### config.mk
export PLATFORM = sky130hd
export DESIGN_NAME = control_sequencer_flat
export DESIGN_NICKNAME = d
export VERILOG_FILES = /design/src/rtl/ctrl_seq_pkg.sv /design/src/rtl/control_sequencer_if.sv /design/src/rtl/ctrl_seq_decode.sv /design/src/rtl/control_sequencer.sv /design/src/flat_wrapper.sv
export SDC_FILE = /design/constraint.sdc
export NUM_CORES = 1
export LEC_CHECK = 0
export CAP_MARGIN = 10
export CORE_MARGIN = 2
export CORE_UTILIZATION = 36
export DETAILED_ROUTE_END_ITERATION = 10
export PLACE_DENSITY = 0.77
export REMOVE_ABC_BUFFERS = 1
export SETUP_SLACK_MARGIN = 0.02
export SLEW_MARGIN = 15
export SYNTH_ARGS = -nofsm -noshare
export SYNTH_HDL_FRONTEND = slang
export SYNTH_HIERARCHICAL = 1
export SYNTH_SLANG_ARGS = --single-unit
### constraint.sdc
create_clock -name clk -period 4.3 [get_ports clk]
set_clock_uncertainty 0.15 [all_clocks]
set_input_delay 0.645 -clock clk [delete_from_list [all_inputs] [get_ports clk]]
set_output_delay 0.645 -clock clk [all_outputs]
set_load 0.02 [all_outputs]
### src/rtl/ctrl_seq_pkg.sv
// ctrl_seq_pkg: opcodes, ALU codes, step encodings and strobe bundle for control_sequencer
package ctrl_seq_pkg;
  localparam logic [4:0] OP_LD   = 5'b00000;
  localparam logic [4:0] OP_LDI  = 5'b00001;
  localparam logic [4:0] OP_ST   = 5'b00010;
  localparam logic [4:0] OP_ADD  = 5'b00011;
  localparam logic [4:0] OP_SUB  = 5'b00100;
  localparam logic [4:0] OP_AND  = 5'b00101;
  localparam logic [4:0] OP_OR   = 5'b00110;
  localparam logic [4:0] OP_ADDI = 5'b01100;
  localparam logic [4:0] OP_NOP  = 5'b11010;
  localparam logic [4:0] OP_HALT = 5'b11011;
  localparam logic [3:0] ALU_ADD    = 4'b0001;
  localparam logic [3:0] ALU_SUB    = 4'b0010;
  localparam logic [3:0] ALU_AND    = 4'b0011;
  localparam logic [3:0] ALU_OR     = 4'b0100;
  localparam logic [3:0] ALU_PC_INC = 4'b1001;
  typedef enum logic [3:0] {
    T0 = 4'd0, T1 = 4'd1, T2 = 4'd2, T3 = 4'd3,
    T4 = 4'd4, T5 = 4'd5, T6 = 4'd6, T7 = 4'd7,
    HALTED = 4'd15
  } step_t;
  typedef enum logic [2:0] {
    CL_LD, CL_LDI, CL_ST, CL_RTYPE, CL_ADDI, CL_NOP, CL_HALT, CL_ILL
  } iclass_t;
  typedef struct packed {
    logic pc_out, mar_in, inc_pc, z_in, zlow_out, pc_in, read, write;
    logic mdr_in, mdr_out, ir_in, y_in, gra, grb, grc, r_in, r_out;
    logic ba_out, c_out, illegal_op;
  } strobes_t;
endpackage

### src/rtl/control_sequencer_if.sv
// control_sequencer_if: instruction/handshake inputs and datapath strobes of the control sequencer
interface control_sequencer_if #(parameter int ALU_SEL_W = 4);
  logic [31:0] ir;
  logic mem_ready;
  logic pc_out, mar_in, inc_pc, z_in, zlow_out, pc_in;
  logic read, write, mdr_in, mdr_out, ir_in, y_in;
  logic gra, grb, grc, r_in, r_out, ba_out, c_out;
  logic [ALU_SEL_W-1:0] alu_select;
  logic [3:0] step;
  logic run, illegal_op, mem_err;
  modport master (
    input ir, mem_ready,
    output pc_out, mar_in, inc_pc, z_in, zlow_out, pc_in, read, write, mdr_in, mdr_out, ir_in, y_in,
    output gra, grb, grc, r_in, r_out, ba_out, c_out, alu_select, step, run, illegal_op, mem_err
  );
  modport slave (
    output ir, mem_ready,
    input pc_out, mar_in, inc_pc, z_in, zlow_out, pc_in, read, write, mdr_in, mdr_out, ir_in, y_in,
    input gra, grb, grc, r_in, r_out, ba_out, c_out, alu_select, step, run, illegal_op, mem_err
  );
endinterface

### src/rtl/ctrl_seq_decode.sv
// ctrl_seq_decode: maps an opcode to its instruction class and ALU operation
module ctrl_seq_decode
  import ctrl_seq_pkg::*;
#(
  parameter int OPCODE_W = 5
) (
  input  logic [OPCODE_W-1:0] op,
  output iclass_t             cls,
  output logic [3:0]          alu
);
  always_comb begin
    cls = CL_ILL;
    alu = ALU_ADD;
    case (op)
      OP_LD:   cls = CL_LD;
      OP_LDI:  cls = CL_LDI;
      OP_ST:   cls = CL_ST;
      OP_ADD:  cls = CL_RTYPE;
      OP_SUB:  begin cls = CL_RTYPE; alu = ALU_SUB; end
      OP_AND:  begin cls = CL_RTYPE; alu = ALU_AND; end
      OP_OR:   begin cls = CL_RTYPE; alu = ALU_OR; end
      OP_ADDI: cls = CL_ADDI;
      OP_NOP:  cls = CL_NOP;
      OP_HALT: cls = CL_HALT;
      default: ;
    endcase
  end
endmodule

### src/rtl/control_sequencer.sv
// control_sequencer: hardwired T0..T7 step sequencer with memory wait states (optional timeout: CTRL_SEQ_MEM_TIMEOUT_EN)
module control_sequencer
  import ctrl_seq_pkg::*;
#(
  parameter int OPCODE_W = 5,
  parameter int ALU_SEL_W = 4
`ifdef CTRL_SEQ_MEM_TIMEOUT_EN
  , parameter int MEM_TIMEOUT = 16
`endif
) (
  input logic clk,
  input logic reset_n,
  control_sequencer_if.master bus
);
  step_t step, nxt;
  logic [OPCODE_W-1:0] op_q, ir_op, dec_op;
  iclass_t cls;
  logic [3:0] dec_alu, alu;
  strobes_t s;
  logic ldst, mem_wait, timeout;
  assign ir_op = bus.ir[31:32-OPCODE_W];
  assign dec_op = step == T2 ? ir_op : op_q;
  assign ldst = cls == CL_LD || cls == CL_ST;
  assign mem_wait = step == T1 || (step == T6 && cls == CL_LD) || (step == T7 && cls == CL_ST);
  ctrl_seq_decode #(.OPCODE_W(OPCODE_W)) u_decode (.op(dec_op), .cls(cls), .alu(dec_alu));
`ifdef CTRL_SEQ_MEM_TIMEOUT_EN
  localparam int CW = $clog2(MEM_TIMEOUT + 1);
  logic [CW-1:0] wait_cnt;
  logic mem_err_q;
  assign timeout = mem_wait && !bus.mem_ready && wait_cnt == CW'(MEM_TIMEOUT - 1);
  assign bus.mem_err = mem_err_q;
  always_ff @(posedge clk) begin
    if (!reset_n) begin
      wait_cnt <= '0;
      mem_err_q <= 1'b0;
    end else begin
      wait_cnt <= mem_wait && !bus.mem_ready ? wait_cnt + 1'b1 : '0;
      mem_err_q <= mem_err_q || timeout;
    end
  end
`else
  assign timeout = 1'b0;
  assign bus.mem_err = 1'b0;
`endif
  always_ff @(posedge clk) begin
    if (!reset_n) begin
      step <= T0;
      op_q <= '0;
    end else begin
      step <= nxt;
      if (step == T2) op_q <= ir_op;
    end
  end
  always_comb begin
    nxt = step;
    case (step)
      T0: nxt = T1;
      T1: nxt = bus.mem_ready ? T2 : T1;
      T2: nxt = cls == CL_NOP ? T0 : cls == CL_HALT ? HALTED : T3;
      T3: nxt = cls == CL_ILL ? T0 : T4;
      T4: nxt = T5;
      T5: nxt = ldst ? T6 : T0;
      T6: nxt = cls == CL_ST || bus.mem_ready ? T7 : T6;
      T7: nxt = cls == CL_LD || bus.mem_ready ? T0 : T7;
      default: nxt = HALTED;
    endcase
    if (timeout) nxt = HALTED;
  end
  always_comb begin
    s = '0;
    alu = '0;
    case (step)
      T0: begin s.pc_out = 1'b1; s.mar_in = 1'b1; s.inc_pc = 1'b1; s.z_in = 1'b1; alu = ALU_PC_INC; end
      T1: begin s.zlow_out = 1'b1; s.read = 1'b1; s.mdr_in = 1'b1; s.pc_in = bus.mem_ready; end
      T2: begin s.mdr_out = 1'b1; s.ir_in = 1'b1; end
      T3: begin
        s.illegal_op = cls == CL_ILL;
        s.grb = cls != CL_ILL;
        s.y_in = cls != CL_ILL;
        s.ba_out = ldst || cls == CL_LDI;
        s.r_out = cls == CL_RTYPE || cls == CL_ADDI;
      end
      T4: begin
        s.z_in = 1'b1;
        s.c_out = cls != CL_RTYPE;
        s.grc = cls == CL_RTYPE;
        s.r_out = cls == CL_RTYPE;
        alu = dec_alu;
      end
      T5: begin s.zlow_out = 1'b1; s.mar_in = ldst; s.gra = !ldst; s.r_in = !ldst; end
      T6: begin s.mdr_in = 1'b1; s.read = cls == CL_LD; s.gra = cls == CL_ST; s.r_out = cls == CL_ST; end
      T7: begin s.write = cls == CL_ST; s.mdr_out = cls != CL_ST; s.gra = cls != CL_ST; s.r_in = cls != CL_ST; end
      default: ;
    endcase
  end
  assign {bus.pc_out, bus.mar_in, bus.inc_pc, bus.z_in, bus.zlow_out, bus.pc_in, bus.read, bus.write,
          bus.mdr_in, bus.mdr_out, bus.ir_in, bus.y_in, bus.gra, bus.grb, bus.grc, bus.r_in, bus.r_out,
          bus.ba_out, bus.c_out, bus.illegal_op} = reset_n ? s : '0;
  assign bus.alu_select = reset_n ? ALU_SEL_W'(alu) : '0;
  assign bus.step = step;
  assign bus.run = step != HALTED;
endmodule

### src/flat_wrapper.sv
// flat-port wrapper written by rule: the top's interface ports become plain ports
module control_sequencer_flat import ctrl_seq_pkg::*;
#(
  parameter int OPCODE_W = 5,
  parameter int ALU_SEL_W = 4

)
  (clk, reset_n, bus_ir, bus_mem_ready, bus_pc_out, bus_mar_in, bus_inc_pc, bus_z_in, bus_zlow_out, bus_pc_in, bus_read, bus_write, bus_mdr_in, bus_mdr_out, bus_ir_in, bus_y_in, bus_gra, bus_grb, bus_grc, bus_r_in, bus_r_out, bus_ba_out, bus_c_out, bus_alu_select, bus_step, bus_run, bus_illegal_op, bus_mem_err);
  control_sequencer_if #(.ALU_SEL_W(ALU_SEL_W)) bus_i ();
  input logic clk;
  input logic reset_n;
  input wire logic [$bits(bus_i.ir)-1:0] bus_ir;
  input wire logic [$bits(bus_i.mem_ready)-1:0] bus_mem_ready;
  output wire logic [$bits(bus_i.pc_out)-1:0] bus_pc_out;
  output wire logic [$bits(bus_i.mar_in)-1:0] bus_mar_in;
  output wire logic [$bits(bus_i.inc_pc)-1:0] bus_inc_pc;
  output wire logic [$bits(bus_i.z_in)-1:0] bus_z_in;
  output wire logic [$bits(bus_i.zlow_out)-1:0] bus_zlow_out;
  output wire logic [$bits(bus_i.pc_in)-1:0] bus_pc_in;
  output wire logic [$bits(bus_i.read)-1:0] bus_read;
  output wire logic [$bits(bus_i.write)-1:0] bus_write;
  output wire logic [$bits(bus_i.mdr_in)-1:0] bus_mdr_in;
  output wire logic [$bits(bus_i.mdr_out)-1:0] bus_mdr_out;
  output wire logic [$bits(bus_i.ir_in)-1:0] bus_ir_in;
  output wire logic [$bits(bus_i.y_in)-1:0] bus_y_in;
  output wire logic [$bits(bus_i.gra)-1:0] bus_gra;
  output wire logic [$bits(bus_i.grb)-1:0] bus_grb;
  output wire logic [$bits(bus_i.grc)-1:0] bus_grc;
  output wire logic [$bits(bus_i.r_in)-1:0] bus_r_in;
  output wire logic [$bits(bus_i.r_out)-1:0] bus_r_out;
  output wire logic [$bits(bus_i.ba_out)-1:0] bus_ba_out;
  output wire logic [$bits(bus_i.c_out)-1:0] bus_c_out;
  output wire logic [$bits(bus_i.alu_select)-1:0] bus_alu_select;
  output wire logic [$bits(bus_i.step)-1:0] bus_step;
  output wire logic [$bits(bus_i.run)-1:0] bus_run;
  output wire logic [$bits(bus_i.illegal_op)-1:0] bus_illegal_op;
  output wire logic [$bits(bus_i.mem_err)-1:0] bus_mem_err;
  assign bus_i.ir = bus_ir;
  assign bus_i.mem_ready = bus_mem_ready;
  assign bus_pc_out = bus_i.pc_out;
  assign bus_mar_in = bus_i.mar_in;
  assign bus_inc_pc = bus_i.inc_pc;
  assign bus_z_in = bus_i.z_in;
  assign bus_zlow_out = bus_i.zlow_out;
  assign bus_pc_in = bus_i.pc_in;
  assign bus_read = bus_i.read;
  assign bus_write = bus_i.write;
  assign bus_mdr_in = bus_i.mdr_in;
  assign bus_mdr_out = bus_i.mdr_out;
  assign bus_ir_in = bus_i.ir_in;
  assign bus_y_in = bus_i.y_in;
  assign bus_gra = bus_i.gra;
  assign bus_grb = bus_i.grb;
  assign bus_grc = bus_i.grc;
  assign bus_r_in = bus_i.r_in;
  assign bus_r_out = bus_i.r_out;
  assign bus_ba_out = bus_i.ba_out;
  assign bus_c_out = bus_i.c_out;
  assign bus_alu_select = bus_i.alu_select;
  assign bus_step = bus_i.step;
  assign bus_run = bus_i.run;
  assign bus_illegal_op = bus_i.illegal_op;
  assign bus_mem_err = bus_i.mem_err;
  control_sequencer #(.OPCODE_W(OPCODE_W), .ALU_SEL_W(ALU_SEL_W)) u_core (.clk(clk), .reset_n(reset_n), .bus(bus_i));
endmodule
======== Word-level counts from Yosys, hierarchy flattened ========
Cells that the tools add are included.
word-level totals
  output and inout port bits .............. 30
  latch bits .............................. 0
  memory bits (writable) .................. 0
  bits of input ports ..................... 35
  ROM bits ................................ 0
  memories ................................ 0
  bits in registers ....................... 9
operators by class
  muxes and demuxes ....................... 32
  multiply operators ...................... 0
  eq/ne operators ......................... 27
  reduce and logical (&&, ||, !) cells .... 13
  $lt $le $gt $ge ......................... 0
  add/sub/neg operators ................... 0
  div/mod/pow operators ................... 0
  shifts and indexed selects .............. 0
  bitwise operators ....................... 0
operators by type and width
  kind                                                                   count
  4-bit one-hot mux with 8 select lines                                  1
  3-bit one-hot mux with 7 select lines                                  1
  20-bit 2-to-1 mux                                                      1
  4-bit by 3-bit equality test with 1-bit output, second input constant  4
  5-bit by 3-bit equality test with 1-bit output, second input constant  3
  1-bit 2-to-1 mux                                                       13
  3-bit equality test, second input constant                             4
  4-bit 2-to-1 mux                                                       3
  5-bit by 2-bit equality test with 1-bit output, second input constant  2
  5-bit equality test, second input constant                             2
  3-bit 2-to-1 mux                                                       3
  3-bit one-hot mux with 3 select lines                                  1
  4-bit by 2-bit equality test with 1-bit output, second input constant  2
  1-bit one-hot mux with 2 select lines                                  4
  4-bit one-hot mux with 2 select lines                                  1
  3-bit by 2-bit equality test with 1-bit output, second input constant  2
  3-bit by 2-bit != test with 1-bit output, second input constant        2
  1-bit one-hot mux with 3 select lines                                  2
  2-bit OR reduction                                                     3
  5-bit by 1-bit equality test with 1-bit output, second input constant  1
  5-bit by 4-bit equality test with 1-bit output, second input constant  1
  5-bit zero test                                                        1
  1-bit logical OR                                                       5
  5-bit 2-to-1 mux                                                       1
  other kinds (9)                                                        9

======== Depth between registers and ports, before layout ========
  word-level depth ........................ 10
  depth in mapped cells ................... 13
  gate-level depth less buffers ........... 10

======== Cells and area by module ========
The synthesis kept the hierarchy.
by module, submodules not included
  module             area an instance (um^2)  instances  cells each  sequential area each (um^2)
  control_sequencer  884.6                    1          113         180.2
  ctrl_seq_decode    103.8                    1          16          0.0

======== Worst setup path after synthesis ========
OpenSTA, ideal clock, no wires.
  kind .................................... register -> output
  start point ............................. register u_core.step[1] (netlist: u_core/bus.step[1])
  end point ............................... output port bus_r_out
  cell stages (with the launch flop) ...... 12
  path buffers ............................ 2
  arrival ................................. 3.016 ns
  slack ................................... 0.489 ns
  cells stage by stage .................... dfxtp_1 > nor2b_2 > and2_1 > buf_6 > mux2_2 > nor2_2 > and4b_1 > nor3_1 > buf_6 > nor3b_1 > nand2_1 > a311oi_1
on the way
  word-level cells in the longest chain between the ends .. 9
  elaborated cells on any way between the ends .. 23
  classes of those cells .................. eq/ne: 16; mux: 4; reduce/logical: 3
RTL lines
  element                                                                                                                  RTL line                                          text
  start: declaration                                                                                                       control_sequencer.sv:15                           step_t step, nxt;
  start signal: assignment                                                                                                 control_sequencer.sv:50                           step <= nxt;
  4-bit by 2-bit equality test with 1-bit output (*)                                                                       control_sequencer.sv:22                           assign dec_op = step == T2 ? ir_op : op_q;
  5-bit 2-to-1 mux (*)                                                                                                     control_sequencer.sv:22
  named net u_core.dec_op[4]                                                                                               control_sequencer.sv:16                           logic [OPCODE_W-1:0] op_q, ir_op, dec_op;
  5-bit by 3-bit equality test with 1-bit output / 5-bit by 2-bit equality test with 1-bit output (equally long branches)  ctrl_seq_decode.sv:14                             case (op)
  4-bit OR reduction (no source line)                                                                                      n/a
  3-bit one-hot mux with 7 select lines (*)                                                                                ctrl_seq_decode.sv:14
  named net u_core.cls[0]                                                                                                  control_sequencer.sv:17                           iclass_t cls;
  3-bit by 2-bit equality test with 1-bit output / 3-bit equality test (equally long branches)                             control_sequencer.sv:81, control_sequencer.sv:87
  1-bit logical OR                                                                                                         control_sequencer.sv:81                           s.r_out = cls == CL_RTYPE || cls == CL_ADDI;
  1-bit one-hot mux with 3 select lines (*)                                                                                control_sequencer.sv:72                           case (step)
  20-bit 2-to-1 mux (*)                                                                                                    control_sequencer.sv:98                           bus.ba_out, bus.c_out, bus.illegal_op} = reset_n ? s : '0;
  end: declaration                                                                                                         flat_wrapper.sv:30                                output wire logic [$bits(bus_i.r_out)-1:0] bus_r_out;
Mark *: on every way through the listed nets, which the timed path passes. The rest lies on a longest branch.

======== Final worst setup path ========
  start point ............................. register u_core.step[1] (netlist: u_core/bus.step[1])
  end point ............................... output port bus_mdr_out
on the way
  word-level cells in the longest chain between the ends .. 8
  elaborated cells on any way between the ends .. 18
  classes of those cells .................. eq/ne: 12; mux: 4; reduce/logical: 2
RTL lines
  element                                                                                                                  RTL line                 text
  4-bit by 2-bit equality test with 1-bit output (*)                                                                       control_sequencer.sv:22
  5-bit 2-to-1 mux (*)                                                                                                     control_sequencer.sv:22
  named net u_core.dec_op[4]                                                                                               control_sequencer.sv:16
  5-bit by 3-bit equality test with 1-bit output / 5-bit by 2-bit equality test with 1-bit output (equally long branches)  ctrl_seq_decode.sv:14
  4-bit OR reduction (no source line)                                                                                      n/a
  3-bit one-hot mux with 7 select lines (*)                                                                                ctrl_seq_decode.sv:14
  named net u_core.cls[1]                                                                                                  control_sequencer.sv:17
  3-bit by 2-bit != test with 1-bit output (*)                                                                             control_sequencer.sv:92  T7: begin s.write = cls == CL_ST; s.mdr_out = cls != CL_ST; s.gra = cls != CL_ST; s.r_in = cls != CL_ST; end
  1-bit one-hot mux with 2 select lines (*)                                                                                control_sequencer.sv:72
  20-bit 2-to-1 mux (*)                                                                                                    control_sequencer.sv:98
  end: declaration                                                                                                         flat_wrapper.sv:23       output wire logic [$bits(bus_i.mdr_out)-1:0] bus_mdr_out;
Marks and branches as above.

==> flow_summary.toml <==
[synthesis]
syn_avg_cell_area_sq_um = 7.66
synth_top_family_by_area = "simple AND/OR/NAND/NOR gates"
synthTopCellsByCount = "nor2_1 (12), nor3_1 (12), nand2_1 (10)"
synth-seq-cells = 9
synth.top_cells.by_area = "dfxtp_1 (18%), nor3_1 (6.1%), mux2_4 (6.1%)"
synth_edf_count = 0
ys_async_sr_fraction_pct = 0
synth_warnings = 6
synth-compound-area-share_pct = 14.9
synth_top_area_share_pct = 18.2
synthXorXnorAreaFrac_pct = 0
netlist_area_sq_um = 988
synthFlopType = "dfxtp_1"
ys_types = 45
yosysTopAreaCell = "dfxtp_1"
synthMuxAreaShare_pct = 8.23
netlist_instances = 129
yosys.area_share.adder_pct = 0
synth-simple-area-share_pct = 43.5
yosysSeqAreaShare_pct = 18.2

[cts]
h-tree-depth = 1
cts_buffers = 3
cts_num_sinks = 9
cts.path.max_buffers = 2
insertion_delay_ps = 250
cts_tree = "built"
post-cts-setup-buffer-count = 0
clkTransAtPathRegs_ps = 60
cts_root_buffer = "clkbuf_4"

[drt]
top_layer = "met4"
met1_length_um = 1100
vias = 1086
routed_wl_um = 2550
drt_iter0_drc = 38
viasPerCell = 5.51
wl_met3_um = 97
dr.pass1.iters = 4
wl_per_cell_um = 12.9
antenna_left = 0
met2_length_um = 1310
drc = 0

[setup_path]
crit_type = "register to output port"
crit_start = "u_core/bus.step[1]$_SDFF_PN0_"
crit_arrival_ps = 3290
worstPathRequired_ps = 3500
r2r-start = "u_core/bus.step[1]$_SDFF_PN0_"
cp-start-kind = "register"
critPathMaxFanout = 10
crit_path_end = "bus_mdr_out"
r2r_slack_ps = 1250
endpoint_kind = "output port"
r2r_cells = 11
r2r-end = "u_core/bus.step[2]$_SDFF_PN0_"

[timing]
setup-violations-final = 0
clock.fmax_mhz = 245
fin_crit_ps = 4090
setup_slack_ps = 213
finalMaxSlewViolations = 0
finalHoldViolations = 0
fin_crit_sh_pct = 95.0
rsz0062_at_grt = "false"

[pwr]
p_int_uw = 231
netSwitchingPower_uw = 160
combPwrFrac_pct = 60.4
power.density_nw_per_um2 = 282
p_clk_share_pct = 16.2
max-vdd-ir-drop_mv = 0.243
switching_share_pct = 40.9
leakage_nw = 0.556
pwr-share-seq_pct = 23.5

[layout]
syn2layout_area_growth_pct = 40.1
antennaDiodeCount = 0
fin_nets = 202
final_core_util_pct = 51.6
layout-drive-gt1-share_pct = 18.7
design_area_sq_um = 1390

[grt]
grt_max_degree = 19
grt_pass1_vias = 981
grt_pass1_wl_um = 4080
antenna_found_initial = 0
gr-usage-all-layers_pct = 15.5
overflow = 0

[die]
die_area_sq_um = 3180
die_x_um = 56.4
core_area_sq_um = 2690
start_util_pct = 36.8
fp.dieH_um = 56.4
row_count = 19
pin_count = 65

[hold_path]
hold_path_class = "register to register"

[placement]
pre_cts_ws_ps = 151
gp_congestion = 0.802
portBuffers = 36
hpwl_um = 1940
dpl-instance-area_sq_um = 1340

[outcome]
status = "finished clean"

[job]
drv_cap = 0
## worst min-delay path by stage
stage / startpoint / end / slack (ps) / cells past startpoint
after floorplan: u_core/op_q[1]$_SDFF_PN0_ / u_core/op_q[1]$_SDFF_PN0_ / 440 / 2
after global placement: u_core/op_q[3]$_SDFF_PN0_ / u_core/op_q[3]$_SDFF_PN0_ / 460 / 2
after detailed placement: u_core/op_q[2]$_SDFF_PN0_ / u_core/op_q[2]$_SDFF_PN0_ / 470 / 2
after CTS: u_core/op_q[2]$_SDFF_PN0_ / u_core/op_q[2]$_SDFF_PN0_ / 490 / 2
after global routing: u_core/op_q[2]$_SDFF_PN0_ / u_core/op_q[2]$_SDFF_PN0_ / 520 / 2
final: u_core/op_q[2]$_SDFF_PN0_ / u_core/op_q[2]$_SDFF_PN0_ / 490 / 2
## power groups by stage
stage / Clock (mW) / Combinational, mW / Sequential (mW)
2_1_floorplan: 0 / 0.127 / 0.105
3_3_place_gp: 0 / 0.225 / 0.0927
3_5_place_dp: 0 / 0.229 / 0.0931
4_1_cts: 0.0657 / 0.230 / 0.0912
5_1_grt: 0.0686 / 0.254 / 0.0923
6_report: 0.0631 / 0.236 / 0.0917
## critical path, cell delays in order, from the launching register on
cell	delay [ps]
dfxtp_1	330
nor2b_4	190
and2_4	240
mux2_2	420
nor4_1	350
nor3_1	90
buf_4	190
nor3b_2	170
buf_4	140
nor3_1	190
or2_2	140
clkdlybuf4s50_1	580
## cell usage in the layout (no fill, tap or decap), drive strengths merged, types with 4 or more instances in the layout
cell type | synthesis | routed
nor3 | 13 | 13
nand2 | 10 | 10
mux2 | 5 | 5
clkdlybuf4s50 | 0 | 34
nor2b | 4 | 4
inv | 4 | 4
a21oi | 5 | 5
nor3b | 6 | 6
dfxtp | 9 | 9
buf | 10 | 11
and3 | 5 | 5
and2 | 7 | 7
nor2 | 13 | 13
## flip-flops by register name (all words and copies together) (netlist names)
name             cells
u_core/op_q          5
u_core/bus.step      4
## cell type report
| type | instances | area, sq um |
|---|---|---|
| clock buffers | 3 | 22.5 |
| clock inverters | 1 | 5.00 |
| fillers | 264 | 1300 |
| inverters | 4 | 15.0 |
| multi-input cells | 102 | 679 |
| flip-flops and latches | 9 | 180 |
| well taps | 31 | 38.8 |
| repair buffers | 47 | 444 |
## repair_timing
item	in CTS	in global routing
hold buffers	0	0
endpoints found under the setup margin	3	3
resized for setup	2	4
## cells by family after synthesis
| kind of cell | after synthesis |
|---|---|
| other | 2 |
| and+or+nand+nor | 74 |
| AOI/OAI and AO/OA | 20 |
| DFF | 9 |
| buffers and inverters | 18 |
| muxes | 6 |
## layer usage
layer  global-route usage [%]  vias to the layer above
met1                     19.3                      518
met2                     27.2                       37
met4                     4.76                        0
li1                         -                      527
met3                     2.30                        4
met5                        0                        -
## stage by stage
stage	hold WS [ps]	setup TNS [ps]	std cells	power [mW]
2_1_floorplan	438	-150	115	0.232
3_3_place_gp	458	0	193	0.318
3_5_place_dp	472	0	193	0.322
4_1_cts	486	0	197	0.387
5_1_grt	523	0	197	0.414
6_report	486	0	197	0.390
Note: power is estimated with default switching activity, not from simulation.
